## src/rtl/b16_bus_pkg.sv

```systemverilog
// Shared types for the b16 memory bus arbiter: bus owner encoding and byte-strobe constants.
package b16_bus_pkg;

   typedef enum logic {
      OWN_CPU  = 1'b0,
      OWN_HOST = 1'b1
   } owner_t;

   localparam logic [1:0] WR_NONE = 2'b00;
   localparam logic [1:0] WR_HI   = 2'b10;
   localparam logic [1:0] WR_LO   = 2'b01;
   localparam logic [1:0] WR_BOTH = 2'b11;

endpackage

```

## src/rtl/b16_bus_mux.sv

```systemverilog
// Owner-selected address/data/strobe mux in front of the single-port memory.
module b16_bus_mux
   import b16_bus_pkg::*;
#(
   parameter int L = 16
) (
   input  owner_t         owner,
   input  logic           cpu_run,
   input  logic [L-1:0]   cpu_addr,
   input  logic           cpu_rd,
   input  logic [1:0]     cpu_wr,
   input  logic [L-1:0]   cpu_dout,
   input  logic           host_gnt,
   input  logic [1:0]     host_we,
   input  logic [L-1:0]   host_addr,
   input  logic [L-1:0]   host_wdata,
   output logic [L-1:0]   mem_addr,
   output logic           mem_rd,
   output logic [1:0]     mem_wr,
   output logic [L-1:0]   mem_wdata
);

   // The cpu keeps driving its strobes while halted, so they only pass when it actually runs.
   always_comb begin
      mem_addr  = cpu_addr;
      mem_wdata = cpu_dout;
      mem_rd    = cpu_rd & cpu_run;
      mem_wr    = cpu_run ? cpu_wr : WR_NONE;
      if (owner == OWN_HOST) begin
         mem_addr  = host_addr;
         mem_wdata = host_wdata;
         mem_rd    = host_gnt & (host_we == WR_NONE);
         mem_wr    = host_gnt ? host_we : WR_NONE;
      end
   end

endmodule

```

## src/rtl/b16_bus_arbiter.sv

```systemverilog
// Arbitrates the b16 program/data memory between the cpu and a host/DMA port,
// bounding host bursts and reserving cpu slots between them.
module b16_bus_arbiter
   import b16_bus_pkg::*;
#(
   parameter int L          = 16,
   parameter int HOST_BURST = 4,
   parameter int CPU_SLOTS  = 2
) (
   input  logic           clk,
   input  logic           nreset,
   input  logic           drun,
   output logic           cpu_run,
   input  logic [L-1:0]   cpu_addr,
   input  logic           cpu_rd,
   input  logic [1:0]     cpu_wr,
   input  logic [L-1:0]   cpu_dout,
   output logic [L-1:0]   cpu_din,
   input  logic           host_req,
   input  logic [1:0]     host_we,
   input  logic [L-1:0]   host_addr,
   input  logic [L-1:0]   host_wdata,
   output logic           host_gnt,
   output logic [L-1:0]   host_rdata,
   output logic           host_rvalid,
   output logic [L-1:0]   mem_addr,
   output logic           mem_rd,
   output logic [1:0]     mem_wr,
   output logic [L-1:0]   mem_wdata,
   input  logic [L-1:0]   mem_rdata
);

   localparam int CW = $clog2(CPU_SLOTS + 1);
   localparam int BW = (HOST_BURST > 1) ? $clog2(HOST_BURST) : 1;
   localparam logic [CW-1:0] CREDIT_FULL = CW'(CPU_SLOTS);
   localparam logic [BW-1:0] BURST_LAST  = BW'(HOST_BURST - 1);

   owner_t         owner_q, owner_d;
   logic [CW-1:0]  credit_q, credit_d;
   logic [BW-1:0]  burst_q, burst_d;
   logic           rvalid_q, rvalid_d;
   logic [L-1:0]   rdata_q, rdata_d;

   // Reset gates both requesters so nothing reaches the memory while nreset is low.
   assign cpu_run     = nreset & drun & (owner_q == OWN_CPU);
   assign host_gnt    = nreset & host_req & (owner_q == OWN_HOST);
   assign cpu_din     = mem_rdata;
   assign host_rdata  = rdata_q;
   assign host_rvalid = rvalid_q;

   b16_bus_mux #(.L(L)) u_mux (
      .owner      (owner_q),
      .cpu_run    (cpu_run),
      .cpu_addr   (cpu_addr),
      .cpu_rd     (cpu_rd),
      .cpu_wr     (cpu_wr),
      .cpu_dout   (cpu_dout),
      .host_gnt   (host_gnt),
      .host_we    (host_we),
      .host_addr  (host_addr),
      .host_wdata (host_wdata),
      .mem_addr   (mem_addr),
      .mem_rd     (mem_rd),
      .mem_wr     (mem_wr),
      .mem_wdata  (mem_wdata)
   );

   always_comb begin
      owner_d  = owner_q;
      credit_d = credit_q;
      burst_d  = burst_q;
      rvalid_d = host_gnt & (host_we == WR_NONE);
      rdata_d  = rvalid_d ? mem_rdata : rdata_q;
      case (owner_q)
         OWN_CPU: begin
            burst_d = '0;
            if (cpu_run && (credit_q != '0))
               credit_d = credit_q - 1'b1;
            if (host_req && ((credit_q == '0) || !drun))
               owner_d = OWN_HOST;
         end
         OWN_HOST: begin
            // Burst length is only bounded while the debugger lets the cpu run.
            credit_d = '0;
            if (!host_req) begin
               owner_d  = OWN_CPU;
               burst_d  = '0;
               credit_d = drun ? CREDIT_FULL : '0;
            end else if (!drun) begin
               burst_d = '0;
            end else if (burst_q == BURST_LAST) begin
               owner_d  = OWN_CPU;
               burst_d  = '0;
               credit_d = CREDIT_FULL;
            end else begin
               burst_d = burst_q + 1'b1;
            end
         end
      endcase
   end

   always_ff @(posedge clk) begin
      if (!nreset) begin
         owner_q  <= OWN_CPU;
         credit_q <= '0;
         burst_q  <= '0;
         rvalid_q <= 1'b0;
         rdata_q  <= '0;
      end else begin
         owner_q  <= owner_d;
         credit_q <= credit_d;
         burst_q  <= burst_d;
         rvalid_q <= rvalid_d;
         rdata_q  <= rdata_d;
      end
   end

endmodule

```

## config.mk

```make
export PLATFORM = sky130hd
export DESIGN_NAME = b16_bus_arbiter
export DESIGN_NICKNAME = d
export VERILOG_FILES = /design/src/rtl/b16_bus_pkg.sv /design/src/rtl/b16_bus_mux.sv /design/src/rtl/b16_bus_arbiter.sv
export SDC_FILE = /design/constraint.sdc
export NUM_CORES = 1
export LEC_CHECK = 0
export BUFFER_PORTS_ARGS = -buffer_cell sky130_fd_sc_hd__clkbuf_2
export CAP_MARGIN = 0
export CORE_MARGIN = 8
export CORE_UTILIZATION = 39
export DETAILED_ROUTE_END_ITERATION = 7
export PLACE_DENSITY = 0.91
export SYNTH_ARGS = -nofsm -noshare
export SYNTH_HDL_FRONTEND = slang
export SYNTH_HIERARCHICAL = 1
export SYNTH_SLANG_ARGS = --single-unit
```

## constraint.sdc

```tcl
create_clock -name clk -period 4.2 [get_ports clk]
set_input_delay 1.26 -clock clk [delete_from_list [all_inputs] [get_ports clk]]
set_output_delay 1.26 -clock clk [all_outputs]
set_load 0.03 [all_outputs]
```

==> reports/qor.txt, run 1 <==
LAYOUT
---------------------------------------------------------------------------------
Share of cells above drive strength 1 ..............................        0.705
Synth-to-layout area growth ........................................        44.5%
Filler Cells Inserted ..............................................          371
Final std cells w/o fill ...........................................          348
Area taken by flip-flops and latches ...............................      442 µm²
Post-layout net count ..............................................          390
Multi-input gate area ..............................................      903 µm²
Post-Layout Inst Area ..............................................  0.00231 mm²
Antenna diode instance count .......................................            0

POWER AND IR DROP
---------------------------------------------------------------------------------
Lkg Pwr ............................................................   0.00126 µW
Power per cell area ................................................   281 mW/mm²
Max VDD drop .......................................................     0.193 mV
Total design power .................................................       649 µW

SYNTH
---------------------------------------------------------------------------------
Total of warnings raised by yosys ..................................            6
Syn avg cell area ..................................................     10.1 µm²
Area of the mapped netlist .........................................  0.00160 mm²
Main flop type after synthesis ..................................... sky130_fd_sc_hd__dfxtp_1
Number of cells produced by synthesis ..............................          159
Post-synthesis sequential element count ............................           22
Part of the Yosys area used for sequential elements ................        0.275
Number of distinct library cells after synthesis ...................           28
EDFF count, synth ..................................................            0
Asr flop ratio synth ...............................................            0
Synth Net Count ....................................................          250

GLOBAL ROUTING
---------------------------------------------------------------------------------
Vias in the first global route .....................................        1,744
Overflow left after global routing .................................            0
Wire length of the first global-routing pass .......................      8870 µm
Total GRT Usage ....................................................        0.174
Maximum number of pins on one net before global-route repair .......           30
Initial antenna violation count ....................................            0

CRITICAL PATH
---------------------------------------------------------------------------------
Kind of critical path .............................................. input pin to output port
Dominant delay contributor by cell family on the critical path ..... simple AND/OR/NAND/NOR gates
Ordered cell list for the critical path ............................ clkbuf_2 -> and3b_1 -> nor2b_1 -> a22o_1 -> clkbuf_2
Most frequent CP cell .............................................. sky130_fd_sc_hd__clkbuf_2
Crit-path max cell delay ...........................................      0.26 ns
Required time of the critical path .................................      2.94 ns
Number of buffers and inverters on the critical path ...............            2
Maximum fanout encountered on the critical timing path .............            6
Data arrival time of the worst path ................................      2.18 ns
Category of the worst setup path capture point .....................  output port
Critical path's slowest cell ....................................... sky130_fd_sc_hd__a22o_1
Nature of the critical path startpoint .............................    input pin

PLACE
---------------------------------------------------------------------------------
Count of input and output buffers ..................................          158
Number of cells after detailed placement ...........................          344
Placed inst area ...................................................  0.00224 mm²
Post-detailed-placement half-perimeter wirelength ..................      5370 µm
Final weighted congestion in routability-driven placement ..........        0.917

FLOORPLAN
---------------------------------------------------------------------------------
Std-Cell Rows ......................................................           23
Num ports ..........................................................          159
Horizontal die dimension ...........................................      80.0 µm
Starting Density ...................................................        0.403
Die area ...........................................................  0.00640 mm²
Placeable Area .....................................................  0.00397 mm²
Die Y-Extent .......................................................      80.0 µm

MIN PATH
---------------------------------------------------------------------------------
Type of the tightest min-delay check ............................... flip-flop to flip-flop

CLOCK TREE
---------------------------------------------------------------------------------
Source-to-sink clock delay at the later pin of the worst-skew pair .      0.26 ns
Cells resized by post-CTS repair ...................................            0
Clock Path Buffers .................................................            2
Root cell of the clock tree ........................................ sky130_fd_sc_hd__clkbuf_8
# H-tree levels ....................................................            1
Setup fix buffers added after clock tree synthesis .................            0
CTS Hold Buffers Added .............................................            0
CTS tree ...........................................................        built
Sinks on Clock Net .................................................           22
Register clock-pin slew on the reported worst setup and hold paths .      0.07 ns
Clock buffer count from CTS ........................................            3

TIMING
---------------------------------------------------------------------------------
Worst Tran Pin Value ...............................................     0.782 ns
Hold violation count in the final report ...........................            0
Final Setup Violations .............................................            0
Highest clock rate .................................................    0.291 GHz
Number of pins exceeding their max-slew limit in the final report ..            0
Setup tns final ....................................................         0 ns
Post-route clock period utilization ................................        0.819
Clock period minus final worst setup slack .........................      3.44 ns
Setup repair after global routing missed its margin ................           no
Final clock skew ...................................................   0.00864 ns
Max-Slew Margin vs Limit ...........................................        0.478
WHS ................................................................     0.464 ns

ROUTE
---------------------------------------------------------------------------------
Routed wire per std cell ...........................................      17.8 µm
DR pass1 iterations ................................................            4
Total Routed Length ................................................      6180 µm
Count of unresolved DRC violations after routing ...................            0
Detail Route Antenna Nets ..........................................            0
Post-detailed-route via-to-cell ratio ..............................         4.85
DRT iter0 DRCs .....................................................           51
Total via count in the routed design ...............................        1,688

RUN
---------------------------------------------------------------------------------
Count of maximum capacitance violations ............................            0

RUN STATUS
---------------------------------------------------------------------------------
Status ............................................................. finished clean

## power by group
part / leakage (µW) / switching (µW) / total (µW) / internal, µW
combinational: 0.00104 / 139 / 238 / 99.6
clock: 0.0000357 / 63.3 / 190 / 127
sequential: 0.000178 / 7.96 / 221 / 213
total: 0.00126 / 210 / 649 / 439
## cell usage after synthesis, types with 2 or more instances
master / instances / area, µm²
sky130_fd_sc_hd__nand2_1: 20 / 75.1
sky130_fd_sc_hd__mux2_4: 26 / 390
sky130_fd_sc_hd__nand3_1: 17 / 85.1
sky130_fd_sc_hd__ha_1: 2 / 25.0
sky130_fd_sc_hd__mux2_2: 6 / 67.6
sky130_fd_sc_hd__o21ai_0: 9 / 45.0
sky130_fd_sc_hd__buf_6: 4 / 45.0
sky130_fd_sc_hd__buf_12: 3 / 60.1
sky130_fd_sc_hd__clkbuf_1: 3 / 11.3
sky130_fd_sc_hd__a21oi_1: 2 / 10.0
sky130_fd_sc_hd__dfxtp_1: 22 / 440
sky130_fd_sc_hd__nor3b_1: 3 / 22.5
sky130_fd_sc_hd__o21ai_2: 9 / 78.8
sky130_fd_sc_hd__inv_1: 3 / 11.3
sky130_fd_sc_hd__buf_4: 17 / 128
## registers in the layout (all words and copies together) (netlist names)
name         flops
burst_q          2
credit_q         2
host_rdata      16
host_rvalid      1
owner_q          1
## cell families (layout without fill, tap and decap cells)
logic type / Yosys count / after routing / synth area share
DFF: 22 / 22 / 0.275
adders and majority gates: 2 / 2 / 0.0156
and+or+nand+nor: 49 / 49 / 0.157
AOI/OAI and AO/OA: 23 / 23 / 0.101
xor gates and xnor gates: 1 / 1 / 0.00548
muxes: 32 / 32 / 0.286
buffers and inverters: 30 / 169 / 0.160
## cell usage in the layout (no fill, tap or decap), drive strengths merged
| cell | netlist | routed |
|---|---|---|
| and3b | 1 | 1 |
| a21oi | 2 | 2 |
| and4 | 1 | 1 |
| nand3 | 17 | 17 |
| clkbuf | 3 | 161 |
| o31a | 1 | 1 |
| dfxtp | 22 | 22 |
| nor3 | 1 | 1 |
| xnor2 | 1 | 1 |
| and2b | 1 | 1 |
| ha | 2 | 2 |
| nor2b | 1 | 1 |
| and3 | 1 | 1 |
| o21ai | 18 | 18 |
| nand2 | 20 | 20 |
| and4bb | 1 | 1 |
| nor3b | 3 | 3 |
| a32o | 1 | 1 |
| nor2 | 1 | 1 |
| buf | 24 | 4 |
| inv | 3 | 3 |
| bufinv | 0 | 1 |
| a22o | 1 | 1 |
| mux2 | 32 | 32 |
| and2 | 1 | 1 |
## worst paths after layout
check                                                start                          end  slack (ns)  cells after the start
worst max-delay path                                  drun                       mem_rd        0.76                      5
worst min-delay path            host_rdata[3]$_SDFFE_PN0P_   host_rdata[3]$_SDFFE_PN0P_        0.46                      2
worst max register to register          owner_q$_SDFF_PN0_  host_rdata[12]$_SDFFE_PN0P_        1.83                      4
worst min register to register  host_rdata[3]$_SDFFE_PN0P_   host_rdata[3]$_SDFFE_PN0P_        0.46                      2
## stage by stage
stage          worst slack (ns)  utilization
6_report                  0.761        0.582
5_1_grt                   0.714        0.582
4_1_cts                   0.764        0.582
3_5_place_dp              0.764        0.564
3_3_place_gp              0.795        0.564
2_1_floorplan             0.270            -
## worst reg2reg max path, stage by stage (launching register included)
cell and delay, ns:
sky130_fd_sc_hd__dfxtp_2 0.76, sky130_fd_sc_hd__and3_1 0.33, sky130_fd_sc_hd__buf_4 0.26, sky130_fd_sc_hd__and2_1 0.67, sky130_fd_sc_hd__o21ai_0 0.21
## layer usage
metal  up-vias  share of wire  global-route usage
li1        819              -                   -
met1       779           0.34               0.167
met2        84           0.54               0.344
met3         6           0.11              0.0563
met4         0          0.015              0.0436
met5         -              0                   0
## layout make-up
| cell class | instances | share of cell area |
|---|---|---|
| tap | 50 | 0.0271 |
| timing repair buffer | 162 | 0.355 |
| inverter | 3 | 0.00487 |
| clock buffer | 3 | 0.0179 |
| sequential | 22 | 0.191 |
| clock inverter | 1 | 0.0130 |
| multi-input combinational | 107 | 0.391 |
No activity file was read; power rests on OpenSTA's default activity.
==> run 2, diff against run 1 <==
- ABC_AREA: not set -> 1
- CORE_UTILIZATION: 39 -> 35
- PLACE_DENSITY: 0.91 -> 0.85
- clock period: 4.2 -> 3.45 ns (I/O delays scaled with it)
==> reports/qor.txt, run 2 <==
RUN STATUS
---------------------------------------------------------------------------------
Status ............................................................. finished clean

GLOBAL ROUTING
---------------------------------------------------------------------------------
Maximum number of pins on one net before global-route repair .......           36
Initial antenna violation count ....................................            0
Total GRT Usage ....................................................        0.147
Vias in the first global route .....................................        1,855
Overflow left after global routing .................................            0
Wire length of the first global-routing pass .......................      8180 µm

SYNTH
---------------------------------------------------------------------------------
Leading post-synthesis cells by instance count ..................... sky130_fd_sc_hd__nand2_1 (99), sky130_fd_sc_hd__nor2_1 (40), sky130_fd_sc_hd__dfxtp_1 (22)
Part of the Yosys area used for sequential elements ................        0.289
Main flop type after synthesis ..................................... sky130_fd_sc_hd__dfxtp_1
Asr flop ratio synth ...............................................            0
Post-synthesis sequential element count ............................           22
Largest family of logic cells by synthesized area .................. simple AND/OR/NAND/NOR gates
Total of warnings raised by yosys ..................................            6
Area share of and/or/nand/nor cells after synthesis ................        0.430
Number of cells produced by synthesis ..............................          244
Area of the mapped netlist .........................................  0.00153 mm²
Post-synthesis xor/xnor area fraction ..............................            0
Adder and majority gate portion of the synthesized area ............       0.0164
Portion of netlist area occupied by mux cells ......................            0
Top post-synthesis cells by area ................................... sky130_fd_sc_hd__dfxtp_1 (29%), sky130_fd_sc_hd__nand2_1 (24%), sky130_fd_sc_hd__nor2_1 (9.8%)
Fraction of synthesized cell area taken by the top area cell type ..        0.289
Number of distinct library cells after synthesis ...................           23
Share of the synthesized area in compound gates (AO/OA/AOI/OAI) ....       0.0722
EDFF count, synth ..................................................            0
Largest area contributor in the netlist ............................ sky130_fd_sc_hd__dfxtp_1
Synth Net Count ....................................................          335
Most frequently used cell type in the post-synthesis netlist ....... sky130_fd_sc_hd__nand2_1
Syn avg cell area ..................................................     6.25 µm²

FLOORPLAN
---------------------------------------------------------------------------------
Std-Cell Rows ......................................................           24
Starting Density ...................................................        0.358
Placeable Area .....................................................  0.00426 mm²
Die Y-Extent .......................................................      82.0 µm
Horizontal die dimension ...........................................      82.0 µm
Die area ...........................................................  0.00673 mm²
Num ports ..........................................................          159

CRITICAL PATH
---------------------------------------------------------------------------------
Maximum fanout encountered on the critical timing path .............            4
Nature of the critical path startpoint .............................    input pin
Category of the worst setup path capture point .....................  output port
Dominant delay contributor by cell family on the critical path ..... simple AND/OR/NAND/NOR gates
Data arrival time of the worst path ................................      1.87 ns
Number of buffers and inverters on the critical path ...............            2
Kind of critical path .............................................. input pin to output port
Critical path's slowest cell ....................................... sky130_fd_sc_hd__nor2_1
Crit-path max cell delay ...........................................      0.23 ns
Required time of the critical path .................................      2.41 ns
Ordered cell list for the critical path ............................ clkbuf_2 -> nand2_1 -> nor2_1 -> nand3_1 -> nand2_1 -> clkbuf_2

TIMING
---------------------------------------------------------------------------------
Worst Tran Pin Value ...............................................     0.687 ns
Post-route clock period utilization ................................        0.842
Hold violation count in the final report ...........................            0
Final clock skew ...................................................   0.00348 ns
Setup repair after global routing missed its margin ................           no
Setup tns final ....................................................         0 ns
Highest clock rate .................................................    0.344 GHz
Max-Slew Margin vs Limit ...........................................        0.542
Number of pins exceeding their max-slew limit in the final report ..            0
Final Setup Violations .............................................            0
Clock period minus final worst setup slack .........................      2.90 ns

CLOCK TREE
---------------------------------------------------------------------------------
Clock buffer count from CTS ........................................            3
# H-tree levels ....................................................            1
Root cell of the clock tree ........................................ sky130_fd_sc_hd__clkbuf_8
Register clock-pin slew on the reported worst setup and hold paths .      0.08 ns
Cells resized by post-CTS repair ...................................            0
CTS Hold Buffers Added .............................................            0
Setup fix buffers added after clock tree synthesis .................            0
Clock Path Buffers .................................................            2
Source-to-sink clock delay at the later pin of the worst-skew pair .      0.26 ns
CTS tree ...........................................................        built
Sinks on Clock Net .................................................           22

ROUTE
---------------------------------------------------------------------------------
Detail Route Antenna Nets ..........................................            0
Count of unresolved DRC violations after routing ...................            0
Total via count in the routed design ...............................        1,937
Routed wire per std cell ...........................................      12.5 µm
DR pass1 iterations ................................................            4
Post-detailed-route via-to-cell ratio ..............................         4.47
DRT iter0 DRCs .....................................................           58
Total Routed Length ................................................      5430 µm

LAYOUT
---------------------------------------------------------------------------------
Antenna diode instance count .......................................            0
Synth-to-layout area growth ........................................        47.1%
Final core utilization .............................................        0.526
Post-layout net count ..............................................          473
Largest register FFs ...............................................           16
Share of cells above drive strength 1 ..............................        0.475
Most common cell after layout, fill and taps aside ................. sky130_fd_sc_hd__clkbuf_2
Filler Cells Inserted ..............................................          424
Final std cells w/o fill ...........................................          433
Commonest non-fill, non-tap cells in the layout .................... sky130_fd_sc_hd__clkbuf_2 (158), sky130_fd_sc_hd__nand2_1 (99), sky130_fd_sc_hd__nor2_1 (40), sky130_fd_sc_hd__dfxtp_1 (22), sky130_fd_sc_hd__nand2_2 (11)

PLACE
---------------------------------------------------------------------------------
Number of cells after detailed placement ...........................          429
Post-detailed-placement half-perimeter wirelength ..................      4680 µm
Final weighted congestion in routability-driven placement ..........        0.862
Count of input and output buffers ..................................          158

RUN
---------------------------------------------------------------------------------
Count of maximum capacitance violations ............................            0

POWER AND IR DROP
---------------------------------------------------------------------------------
Power per cell area ................................................   352 mW/mm²
Total design power .................................................       789 µW
Lkg Pwr ............................................................   0.00139 µW
Max VDD drop .......................................................     0.276 mV

MIN PATH
---------------------------------------------------------------------------------
Type of the tightest min-delay check ............................... flip-flop to flip-flop

[run 2: cell count changes after synthesis, moves of 2 or more]
cell | previous run | this run
sky130_fd_sc_hd__nand2_2 | 0 | 11
sky130_fd_sc_hd__o21ai_1 | 0 | 10
sky130_fd_sc_hd__buf_4 | 17 | 19
sky130_fd_sc_hd__nor3b_1 | 3 | 0
sky130_fd_sc_hd__nand3_1 | 17 | 6
sky130_fd_sc_hd__nor2_1 | 0 | 40
sky130_fd_sc_hd__clkbuf_1 | 3 | 0
sky130_fd_sc_hd__mux2_2 | 6 | 0
sky130_fd_sc_hd__mux2_4 | 26 | 0
sky130_fd_sc_hd__inv_1 | 3 | 9
sky130_fd_sc_hd__nand2_1 | 20 | 99
sky130_fd_sc_hd__o21bai_1 | 0 | 2
sky130_fd_sc_hd__o21ai_2 | 9 | 0
[run 2: layout make-up]
class / count / area [µm²] / share of cell area
Timing Repair Buffer: 160 / 818 / 0.365
Multi-Input combinational cell: 183 / 791 / 0.352
Sequential cell: 22 / 440 / 0.196
Tap cell: 52 / 65.1 / 0.0290
Inverter: 12 / 57.6 / 0.0257
Clock buffer: 3 / 41.3 / 0.0184
Clock inverter: 1 / 30.0 / 0.0134
[run 2: worst register-to-register path, delay by kind of cell (launching register included)]
kind / cells / cell delay, ns
buffers and inverters: 2 / 0.29
AND/OR/NAND/NOR: 4 / 0.52
flip-flops: 1 / 0.77
[run 2: through the flow]
| step | instance area [µm²] | worst slack (ns) | hold WS (ns) |
|---|---|---|---|
| CTS | 2240 | 0.545 | 0.439 |
| global placement | 2170 | 0.624 | 0.409 |
| finish | 2240 | 0.545 | 0.434 |
| detailed placement | 2170 | 0.547 | 0.427 |
| floorplan | 1530 | 0.437 | 0.398 |
| global route | 2240 | 0.411 | 0.476 |
[run 2: where the power goes]
group / leakage (µW) / switching, µW / total, µW / internal, µW
combinational: 0.00118 / 192 / 290 / 98.7
sequential: 0.000178 / 6.47 / 266 / 259
clock: 0.0000357 / 78.1 / 233 / 155
total: 0.00139 / 276 / 789 / 513
[run 2: final timing paths]
path,cells past startpoint,startpoint,slack (ns),to
worst min register to register,1,burst_q[0]$_SDFF_PP0_,0.43,burst_q[0]$_SDFF_PP0_
worst max-delay path,6,nreset,0.55,mem_wr[1]
worst max register to register,6,owner_q$_SDFF_PN0_,1.81,host_rdata[2]$_SDFFE_PN0P_
worst min-delay path,1,burst_q[0]$_SDFF_PP0_,0.43,burst_q[0]$_SDFF_PP0_
[run 2: layer usage]
| metal | up-vias | GRT usage | wire length, µm |
|---|---|---|---|
| li1 | 1003 | - | - |
| met5 | - | 0 | 0 |
| met2 | 100 | 0.264 | 2640 |
| met1 | 832 | 0.167 | 2110 |
| met3 | 2 | 0.0438 | 679 |
| met4 | 0 | 0.0333 | 13 |
[run 2: cell families (layout without fill, tap and decap cells)]
| kind of cell | Yosys count | after routing |
|---|---|---|
| AND/OR/NAND/NOR | 160 | 160 |
| buffers and inverters | 39 | 176 |
| flip-flops | 22 | 22 |
| AO/OA/AOI/OAI | 21 | 21 |
| adder cells (fa/ha/maj) | 2 | 2 |
